`src/rtl/adc_dec_formatter.sv`:
```
// Buffers ADC samples in a small FIFO and renders each as a fixed-width decimal ASCII
// line ("+12345\r\n") through the uart_tx start/busy handshake. Error edges insert "E\r\n".
module adc_dec_formatter #(
    parameter int FIFO_AW = 2,
    parameter bit SIGNED  = 1'b1
) (
    input  logic               clk,
    input  logic               rst,
    input  logic [15:0]        i_data,
    input  logic               i_valid,
    input  logic               i_error,
    input  logic               i_tx_busy,
    output logic [7:0]         o_tx_data,
    output logic               o_tx_start,
    output logic               o_overflow,
    output logic [7:0]         o_drop_cnt,
    output logic [FIFO_AW:0]   o_fifo_level
);

    localparam int DEPTH = 2 ** FIFO_AW;
    localparam logic [FIFO_AW:0] DEPTH_L = (FIFO_AW + 1)'(DEPTH);

    typedef enum logic [2:0] {
        IDLE, POP, CONV, SEND_SIGN, SEND_DIG, SEND_CR, SEND_LF, SEND_ERR
    } state_t;

    state_t               state_r, state_nxt_s;
    logic [15:0]          mem_r [DEPTH];
    logic [FIFO_AW-1:0]   wr_ptr_r, rd_ptr_r;
    logic [FIFO_AW:0]     level_r;
    logic                 pop_s, push_s, drop_s;
    logic                 err_prev_r, err_pending_r;
    logic                 sign_r;
    logic [16:0]          rem_r, weight_s, mag_s;
    logic [3:0]           dig_r [5];
    logic [1:0]           p_r;
    logic [2:0]           k_r;
    logic                 can_issue_s, issue_s;
    logic [7:0]           byte_s;

    function automatic logic [16:0] place_weight(input logic [1:0] p);
        case (p)
            2'd0:    place_weight = 17'd10000;
            2'd1:    place_weight = 17'd1000;
            2'd2:    place_weight = 17'd100;
            default: place_weight = 17'd10;
        endcase
    endfunction

    assign pop_s        = (state_r == POP);
    assign push_s       = i_valid && ((level_r < DEPTH_L) || pop_s);
    assign drop_s       = i_valid && !push_s;
    assign weight_s     = place_weight(p_r);
    assign can_issue_s  = !i_tx_busy && !o_tx_start;
    assign o_fifo_level = level_r;
    // Negation in 17 bits so 0x8000 yields a magnitude of 32768.
    assign mag_s = (SIGNED && mem_r[rd_ptr_r][15]) ? (17'd0 - {mem_r[rd_ptr_r][15], mem_r[rd_ptr_r]})
                                                   : {1'b0, mem_r[rd_ptr_r]};

    // Sample storage; a write to a full FIFO is only allowed when the head is popped.
    always_ff @(posedge clk) begin
        if (push_s) begin
            mem_r[wr_ptr_r] <= i_data;
        end
    end

    // FIFO pointers, level, overflow pulse and saturating drop counter.
    always_ff @(posedge clk or posedge rst) begin
        if (rst) begin
            wr_ptr_r   <= '0;
            rd_ptr_r   <= '0;
            level_r    <= '0;
            o_overflow <= 1'b0;
            o_drop_cnt <= 8'd0;
        end else begin
            if (push_s) wr_ptr_r <= wr_ptr_r + 1'b1;
            if (pop_s)  rd_ptr_r <= rd_ptr_r + 1'b1;
            case ({push_s, pop_s})
                2'b10:   level_r <= level_r + 1'b1;
                2'b01:   level_r <= level_r - 1'b1;
                default: level_r <= level_r;
            endcase
            o_overflow <= drop_s;
            if (drop_s && (o_drop_cnt != 8'hFF)) o_drop_cnt <= o_drop_cnt + 8'd1;
        end
    end

    // Error edge capture; pending clears when the 'E' byte goes out.
    always_ff @(posedge clk or posedge rst) begin
        if (rst) begin
            err_prev_r    <= 1'b0;
            err_pending_r <= 1'b0;
        end else begin
            err_prev_r <= i_error;
            if (state_r == SEND_ERR && issue_s) begin
                err_pending_r <= 1'b0;
            end else if (i_error && !err_prev_r) begin
                err_pending_r <= 1'b1;
            end
        end
    end

    // State register.
    always_ff @(posedge clk or posedge rst) begin
        if (rst) state_r <= IDLE;
        else     state_r <= state_nxt_s;
    end

    // Next-state and byte-issue decode.
    always_comb begin
        state_nxt_s = state_r;
        issue_s     = 1'b0;
        byte_s      = 8'h00;
        case (state_r)
            IDLE: begin
                if (err_pending_r)          state_nxt_s = SEND_ERR;
                else if (level_r != '0)     state_nxt_s = POP;
                else                        state_nxt_s = IDLE;
            end
            POP: state_nxt_s = CONV;
            CONV: begin
                if ((p_r == 2'd3) && (rem_r < weight_s)) state_nxt_s = SIGNED ? SEND_SIGN : SEND_DIG;
                else                                     state_nxt_s = CONV;
            end
            SEND_SIGN: begin
                if (can_issue_s) begin
                    issue_s     = 1'b1;
                    byte_s      = sign_r ? 8'h2D : 8'h2B;
                    state_nxt_s = SEND_DIG;
                end else begin
                    state_nxt_s = SEND_SIGN;
                end
            end
            SEND_DIG: begin
                if (can_issue_s) begin
                    issue_s     = 1'b1;
                    byte_s      = 8'h30 + {4'h0, dig_r[k_r]};
                    state_nxt_s = (k_r == 3'd4) ? SEND_CR : SEND_DIG;
                end else begin
                    state_nxt_s = SEND_DIG;
                end
            end
            SEND_CR: begin
                if (can_issue_s) begin
                    issue_s     = 1'b1;
                    byte_s      = 8'h0D;
                    state_nxt_s = SEND_LF;
                end else begin
                    state_nxt_s = SEND_CR;
                end
            end
            SEND_LF: begin
                if (can_issue_s) begin
                    issue_s     = 1'b1;
                    byte_s      = 8'h0A;
                    state_nxt_s = IDLE;
                end else begin
                    state_nxt_s = SEND_LF;
                end
            end
            SEND_ERR: begin
                if (can_issue_s) begin
                    issue_s     = 1'b1;
                    byte_s      = 8'h45;
                    state_nxt_s = SEND_CR;
                end else begin
                    state_nxt_s = SEND_ERR;
                end
            end
            default: state_nxt_s = IDLE;
        endcase
    end

    // Conversion datapath: repeated subtraction per decimal place, then digit index.
    always_ff @(posedge clk or posedge rst) begin
        if (rst) begin
            sign_r <= 1'b0;
            rem_r  <= 17'd0;
            p_r    <= 2'd0;
            k_r    <= 3'd0;
            for (int i = 0; i < 5; i++) dig_r[i] <= 4'd0;
        end else begin
            case (state_r)
                POP: begin
                    sign_r <= SIGNED && mem_r[rd_ptr_r][15];
                    rem_r  <= mag_s;
                    p_r    <= 2'd0;
                    k_r    <= 3'd0;
                    for (int i = 0; i < 5; i++) dig_r[i] <= 4'd0;
                end
                CONV: begin
                    if (rem_r >= weight_s) begin
                        rem_r          <= rem_r - weight_s;
                        dig_r[{1'b0, p_r}] <= dig_r[{1'b0, p_r}] + 4'd1;
                    end else if (p_r == 2'd3) begin
                        dig_r[4] <= rem_r[3:0];
                    end else begin
                        p_r <= p_r + 2'd1;
                    end
                end
                SEND_DIG: begin
                    if (issue_s) k_r <= k_r + 3'd1;
                end
                default: k_r <= k_r;
            endcase
        end
    end

    // Registered TX outputs; data holds between issues.
    always_ff @(posedge clk or posedge rst) begin
        if (rst) begin
            o_tx_start <= 1'b0;
            o_tx_data  <= 8'h00;
        end else begin
            o_tx_start <= issue_s;
            if (issue_s) o_tx_data <= byte_s;
        end
    end

endmodule

```
`config.mk`:
```
export PLATFORM = sky130hd
export DESIGN_NAME = adc_dec_formatter
export DESIGN_NICKNAME = d
export VERILOG_FILES = /design/src/rtl/adc_dec_formatter.sv
export SDC_FILE = /design/constraint.sdc
export NUM_CORES = 1
export LEC_CHECK = 0
export CELL_PAD_IN_SITES_DETAIL_PLACEMENT = 1
export CELL_PAD_IN_SITES_GLOBAL_PLACEMENT = 2
export CORE_UTILIZATION = 35
export CTS_CLUSTER_DIAMETER = 80
export CTS_CLUSTER_SIZE = 24
export DETAILED_ROUTE_END_ITERATION = 8
export GPL_TIMING_DRIVEN = 0
export MAX_ROUTING_LAYER = met4
export PLACE_DENSITY = 0.71
export SYNTH_ARGS = -nofsm -noshare
export SYNTH_HDL_FRONTEND = slang
export SYNTH_SLANG_ARGS = --single-unit
```
`constraint.sdc`:
```
create_clock -name clk -period 5.9 [get_ports clk]
set_input_delay 1.18 -clock clk [delete_from_list [all_inputs] [get_ports clk]]
set_output_delay 1.18 -clock clk [all_outputs]
set_load 0.01 [all_outputs]
```
== Word-level counts from Yosys, hierarchy flattened ==
Memories as Yosys holds them, arrays and structs flattened.
Index checks and enable logic that the tools add are counted.

* Output and inout port bits: 21
* Memories: 1
* Input port bits: 21
* Memory bits (writable): 64
* Flip-flop bits (word level): 73
* Logic and storage cells: 129

{| class="wikitable"
|+ Memories
! name !! words !! width !! rd ports !! clocked after Yosys merged registers in !! write ports !! RTL line !! RTL
|-
| mem_r || 4 || 16 || 1 || 0 || 1 || 28 || <nowiki>logic [15:0] mem_r [DEPTH];</nowiki>
|}

* Equality and inequality tests: 19
* Muxes and demuxes: 46
* Reduce and logical (&&, ||, !) cells: 25
* $add $sub $neg: 11
* $lt $le $gt $ge: 6
* Bitwise gates (word level): 2

{| class="wikitable"
|+ Operator list
! cell !! count
|-
| 14-bit one-hot mux with 3 select lines || 1
|-
| 20-bit one-hot mux with 2 select lines || 1
|-
| 4-bit 2-to-1 mux || 9
|-
| 7-bit one-hot mux with 5 select lines || 1
|-
| 17-bit 2-to-1 mux || 2
|-
| 17-bit one-hot mux with 2 select lines || 1
|-
| 4-bit binary-select mux with 3-bit select || 2
|-
| 3-bit one-hot mux with 8 select lines || 1
|-
| 20-bit bitwise mux || 1
|-
| 17-bit >= comparator || 1
|-
| 17-bit < comparator || 1
|-
| 1-bit by 16-bit subtractor with 17-bit output (first input constant) || 1
|-
| 17-bit subtractor || 1
|-
| 16-bit 2-to-1 mux || 1
|-
| 3-bit == test (second input constant) || 5
|-
| 3-bit 2-to-1 mux || 5
|-
| 7-bit 2-to-1 mux || 2
|-
| 4-bit demux with 3-bit select || 1
|-
| 3-bit one-hot mux with 2 select lines || 2
|-
| 1-bit 2-to-1 mux || 10
|-
| 8-bit by 1-bit adder with 8-bit output (second input constant) || 1
|-
| 4-bit >= comparator (second input constant) || 2
|-
| 1-bit logical AND || 8
|-
| 2-bit 2-to-1 mux || 4
|-
| other kinds (27) || 45
|}

== Logic depth before layout (Yosys ltp) ==
* Depth in word-level cells: 8
* Depth in mapped cells: 13
* Depth with buffers taken out: 11

== Worst setup path after synthesis ==
Ideal clock, no wire load.

* Path type: reg2reg
* From: register p_r[0]
* To: register dig_r[12] (netlist bit)
* Arrival time: 3.113 ns
* Cell stages (with the launch flop): 12
* Setup time: 0.125 ns
* Buffers on the path: 1
* Required time: 5.775 ns
* Slack: 2.662 ns
* Period minus slack after synthesis: 3.238 ns
* Cell sequence: dfrtp_1 -> clkbuf_1 -> inv_1 -> ha_1 -> fa_1 -> nor2b_1 -> o31a_1 -> o21ai_1 -> a311oi_1 -> o21ai_0 -> o21ai_1 -> mux2_2

* Word-level cells in the longest chain between the ends: 8
* Elaborated cells on any way between the ends: 20
* Classes of those cells: add/sub (1); order compare (3); eq/ne (3); mux (9); bitwise (1); reduce/logical (3)

{| class="wikitable"
|+ Ends and longest elaborated chain
! item !! RTL line !! RTL
|-
| from (decl) || 36 || <nowiki>logic [1:0] p_r;</nowiki>
|-
| from (signal assigned) || 198 || <nowiki>p_r <= p_r + 2'd1;</nowiki>
|-
| 2-bit inverter with 4-bit output (implied by the code) || 194 || <nowiki>dig_r[{1'b0, p_r}] <= dig_r[{1'b0, p_r}] + 4'd1;</nowiki>
|-
| 4-bit binary-select mux with 3-bit select (tied with other cells) || 194 ||
|-
| 4-bit 2-to-1 mux (implied by the code) / 1-bit logical AND (equally long branches) || 194 ||
|-
| 4-bit 2-to-1 mux (implied by the code) || 194 ||
|-
| 4-bit by 1-bit adder with 4-bit output / 4-bit demux with 3-bit select (equally long branches) || 194 ||
|-
| 20-bit bitwise mux || 194 ||
|-
| 16-bit 2-to-1 mux || 192 || <nowiki>if (rem_r >= weight_s) begin</nowiki>
|-
| 20-bit one-hot mux with 2 select lines || 183 || <nowiki>case (state_r)</nowiki>
|-
| to (signal, indexed assignment) || 194 ||
|-
| to (decl) || 35 || <nowiki>logic [3:0] dig_r [5];</nowiki>
|}

Parallel ways exist; a longest one is shown, timed or not. The select of a mux whose other input is x is not followed.
A chain may end at the register's enable or synchronous reset.

== Worst setup path in the final report ==
* From: register p_r[0]
* To: register dig_r[14] (netlist bit)

The elaborated chain is that of the path after synthesis.

==> flow_summary.toml <==
[run_status]
outcome = "finished, final reports clean"

[timing]
tns_ns = 0
min_period_ns = 4.258
worst_slew_pin_slew_ns = 0.9096
rsz0062_at_grt = "no"
max_freq_mhz = 234.9
layout_worst_path_cycle_share_pct = 72.17
slew_headroom_pct = 39.36
finalHoldViolCount = 0
maxSlewViolCount = 0
setup_viol_count_final = 0
clock_skew_ns = 0.01414

[synthesis]
synth_nets = 631
yosysWarnings = 0
ys_ff_latch = 136
synthFlopType = "dfrtp_1"
async_reset_ff_share_pct = 52.94
synth_cell_types = 72
synth-seq-area-share_pct = 53.02
synth_top_area_share_pct = 27.37
synth_edf_count = 64
postSynthCellCount = 580
avgSynthCellArea_um2 = 12.11
synth_area_leaders = "edfxtp_1, dfrtp_1, mux4_2, ha_1, o21ai_0"
synth_area_mm2 = 0.007023
synth_top_area_cell = "edfxtp_1"

[grt]
grt_pass1_vias = 5196
grtUsageTotal_pct = 19.77
grt_pass1_wl_mm = 29.09
antenna_found_initial = 1
grt_remaining_overflow = 0
grt_max_degree = 50

[power_and_ir_drop]
switching_share_pct = 42.31
leakage_uw = 0.003292
p_int_uw = 2892
switching_power_uw = 2121
p_seq_share_pct = 29.0
powerDensity_mw_per_mm2 = 597.6
p_total_uw = 5012
p_comb_share_pct = 49.1
clockPowerShare_pct = 21.9
worst_ir_drop_vdd_v = 0.0003503

[detailed_routing]
wl_per_cell_um = 19.54
drt_iter0_drc = 181
wirelength_mm = 17.98
viasPerCell = 5.283
vias = 4860
drc_errors = 0
dr.pass1.iters = 4
final_antenna_net_count = 0

[place]
gp_congestion = 0.7970
io_buffers = 40
dp_cells = 886
detailed_place_hpwl_mm = 12.82

[die]
fp-row-count = 51
initial_core_util_pct = 35.85
dieArea_mm2 = 0.02064
die_x_um = 143.7
coreArea_mm2 = 0.01959
dieHeight_um = 143.7
ioPinCount = 42

[clock_network]
clock-sinks = 136
cts-root-buf = "clkbuf_16"
path_clk_slew_ns = 0.06
cts_made_buffers = 17
clock_latency_ns = 0.44
cts_resized = 0
post_cts_buffers = 0
ctsHoldBuffers = 0
h-tree-depth = 4
tritoncts = "yes"
cts_buffer_depth = 2

[cells_and_area]
nNetsFinal = 691
drive_gt1_share_pct = 13.17
area_growth_pct = 19.42
fin_cells = 920

[job]
cap_violations = 0

[worst_setup_path]
worst_ep_required_time_ns = 6.22
critical_path_class = "flip-flop to flip-flop"
cp-start-kind = "flip-flop"
cp-end-kind = "flip-flop"
path_max_fanout = 7
arrival_ns = 4.58

[hold_path]
hold_class = "flip-flop to flip-flop"
cell type report:
class	instances	area, µm²
inverters	31	118.9
repair buffers	41	427.9
well taps	265	331.6
diodes	2	5.005
flip-flops and latches	136	3724
clock buffers	17	425.4
fillers	2118	11200
plain buffers	21	101.3
multi-input cells	392	3082
clock inverters	15	171.4
synth_stat cells (all sizes together) (3+ instances only):
cell and count:
dfrtp 72, edfxtp 64, nand2 50, o21ai 40, nor2 37, inv 31, a21oi 29, ha 28
mux4 23, xnor2 20, mux2i 16, nand3 16, xor2 16, clkbuf 15, nor3 10, mux2 9
and2 8, a22oi 6, buf 6, nand4 5, nor4 5, a22o 4, a31oi 4, a32o 4
and3 4, nor3b 4, a21boi 3, a21o 3, a221oi 3, o211ai 3, o31ai 3, or2 3
metrics by stage:
| stage | setup slack, ns | util (%) | instance area [µm²] | hold slack, ns |
|---|---|---|---|---|
| after global placement | 1.488 | 39.59 | 7755 | 0.4636 |
| final | 1.642 | 42.81 | 8387 | 0.4844 |
| after detailed placement | 1.631 | 39.74 | 7785 | 0.4766 |
| after floorplan | 2.662 | - | 7023 | 0.4659 |
| after global routing | 1.265 | 42.81 | 8387 | 0.5118 |
| after CTS | 1.612 | 42.79 | 8382 | 0.4882 |
sequential cells by signal, indices dropped and copies added, names as in the netlist:
register       cells
mem_r             64
dig_r             20
rem_r             17
o_drop_cnt         8
o_tx_data          7
k_r                3
o_fifo_level       3
state_r            3
p_r                2
rd_ptr_r           2
wr_ptr_r           2
err_pending_r      1
err_prev_r         1
o_overflow         1
o_tx_start         1
sign_r             1
power groups by stage:
stage / registers (µW) / logic [µW] / clock network [µW]
3_5_place_dp: 1470 / 2460 / 0
4_1_cts: 1450 / 2480 / 1130
2_1_floorplan: 1430 / 1750 / 0
5_1_grt: 1480 / 2750 / 1160
3_3_place_gp: 1460 / 2410 / 0
6_report: 1450 / 2460 / 1100
cell families (layout without fill, tap and decap cells):
kind of cell / after synthesis / after routing / synth area share, %
other: 1 / 3 / 0.05340
flip-flops: 136 / 136 / 53.02
AND/OR/NAND/NOR: 152 / 152 / 10.96
XOR/XNOR: 36 / 36 / 4.490
AO/OA/AOI/OAI: 125 / 125 / 11.62
buffers and inverters: 52 / 125 / 3.100
adder cells (fa/ha/maj): 30 / 30 / 5.559
multiplexers: 48 / 48 / 11.21
critical path, cell delays in order (launching register included):
cell and delay (ns):
dfrtp_1 0.45, clkbuf_1 0.42, inv_1 0.20, ha_1 0.28, o21bai_1 0.29, ha_1 0.33
nor2_1 0.09, or3_1 0.39, a311oi_1 0.41, o21ai_0 0.30, o21ai_1 0.57, mux2_2 0.41
cells in the final DEF (no fill, tap or decap), types with 4 or more instances in the layout:
cell,count
a22oi_1,6
a32o_1,4
mux4_2,22
clkbuf_1,15
and2_1,8
a31oi_1,4
edfxtp_1,64
nor3_1,8
nand4_1,5
mux2i_1,16
xnor2_1,20
nand3_1,16
and3_1,4
o21ai_0,37
xor2_1,16
clkbuf_16,17
nand2_1,49
inv_1,30
a22o_1,4
mux2_2,8
inv_8,5
inv_6,6
nor2_1,37
dfrtp_1,72
a21oi_1,29
clkdlybuf4s50_1,40
ha_1,28
layer usage:
| metal | share of wire, % | vias to the layer above | wire, µm | GRT usage, % |
|---|---|---|---|---|
| li1 | - | 2287 | - | - |
| met1 | 47 | 2466 | 8523 | 24.80 |
| met2 | 49 | 83 | 8726 | 31.68 |
| met3 | 2.3 | 24 | 420 | 3.699 |
| met4 | 1.7 | 0 | 306 | 7.615 |
| met5 | 0 | - | 0 | - |
worst paths after layout:
kind	startpoint	endpoint	slack (ns)	depth (start not counted)
worst max-delay path	p_r[0]	dig_r[14]	1.64	11
worst min-delay path	o_tx_data[0]	o_tx_data[0]	0.48	2
worst max register to register	p_r[0]	dig_r[14]	1.64	11
worst min register to register	o_tx_data[0]	o_tx_data[0]	0.48	2
max in group asynchronous	rst	o_tx_data[2]	4.26	3
min in group asynchronous	rst	dig_r[18]	1.07	2
Power figures use the tool's default switching activity.
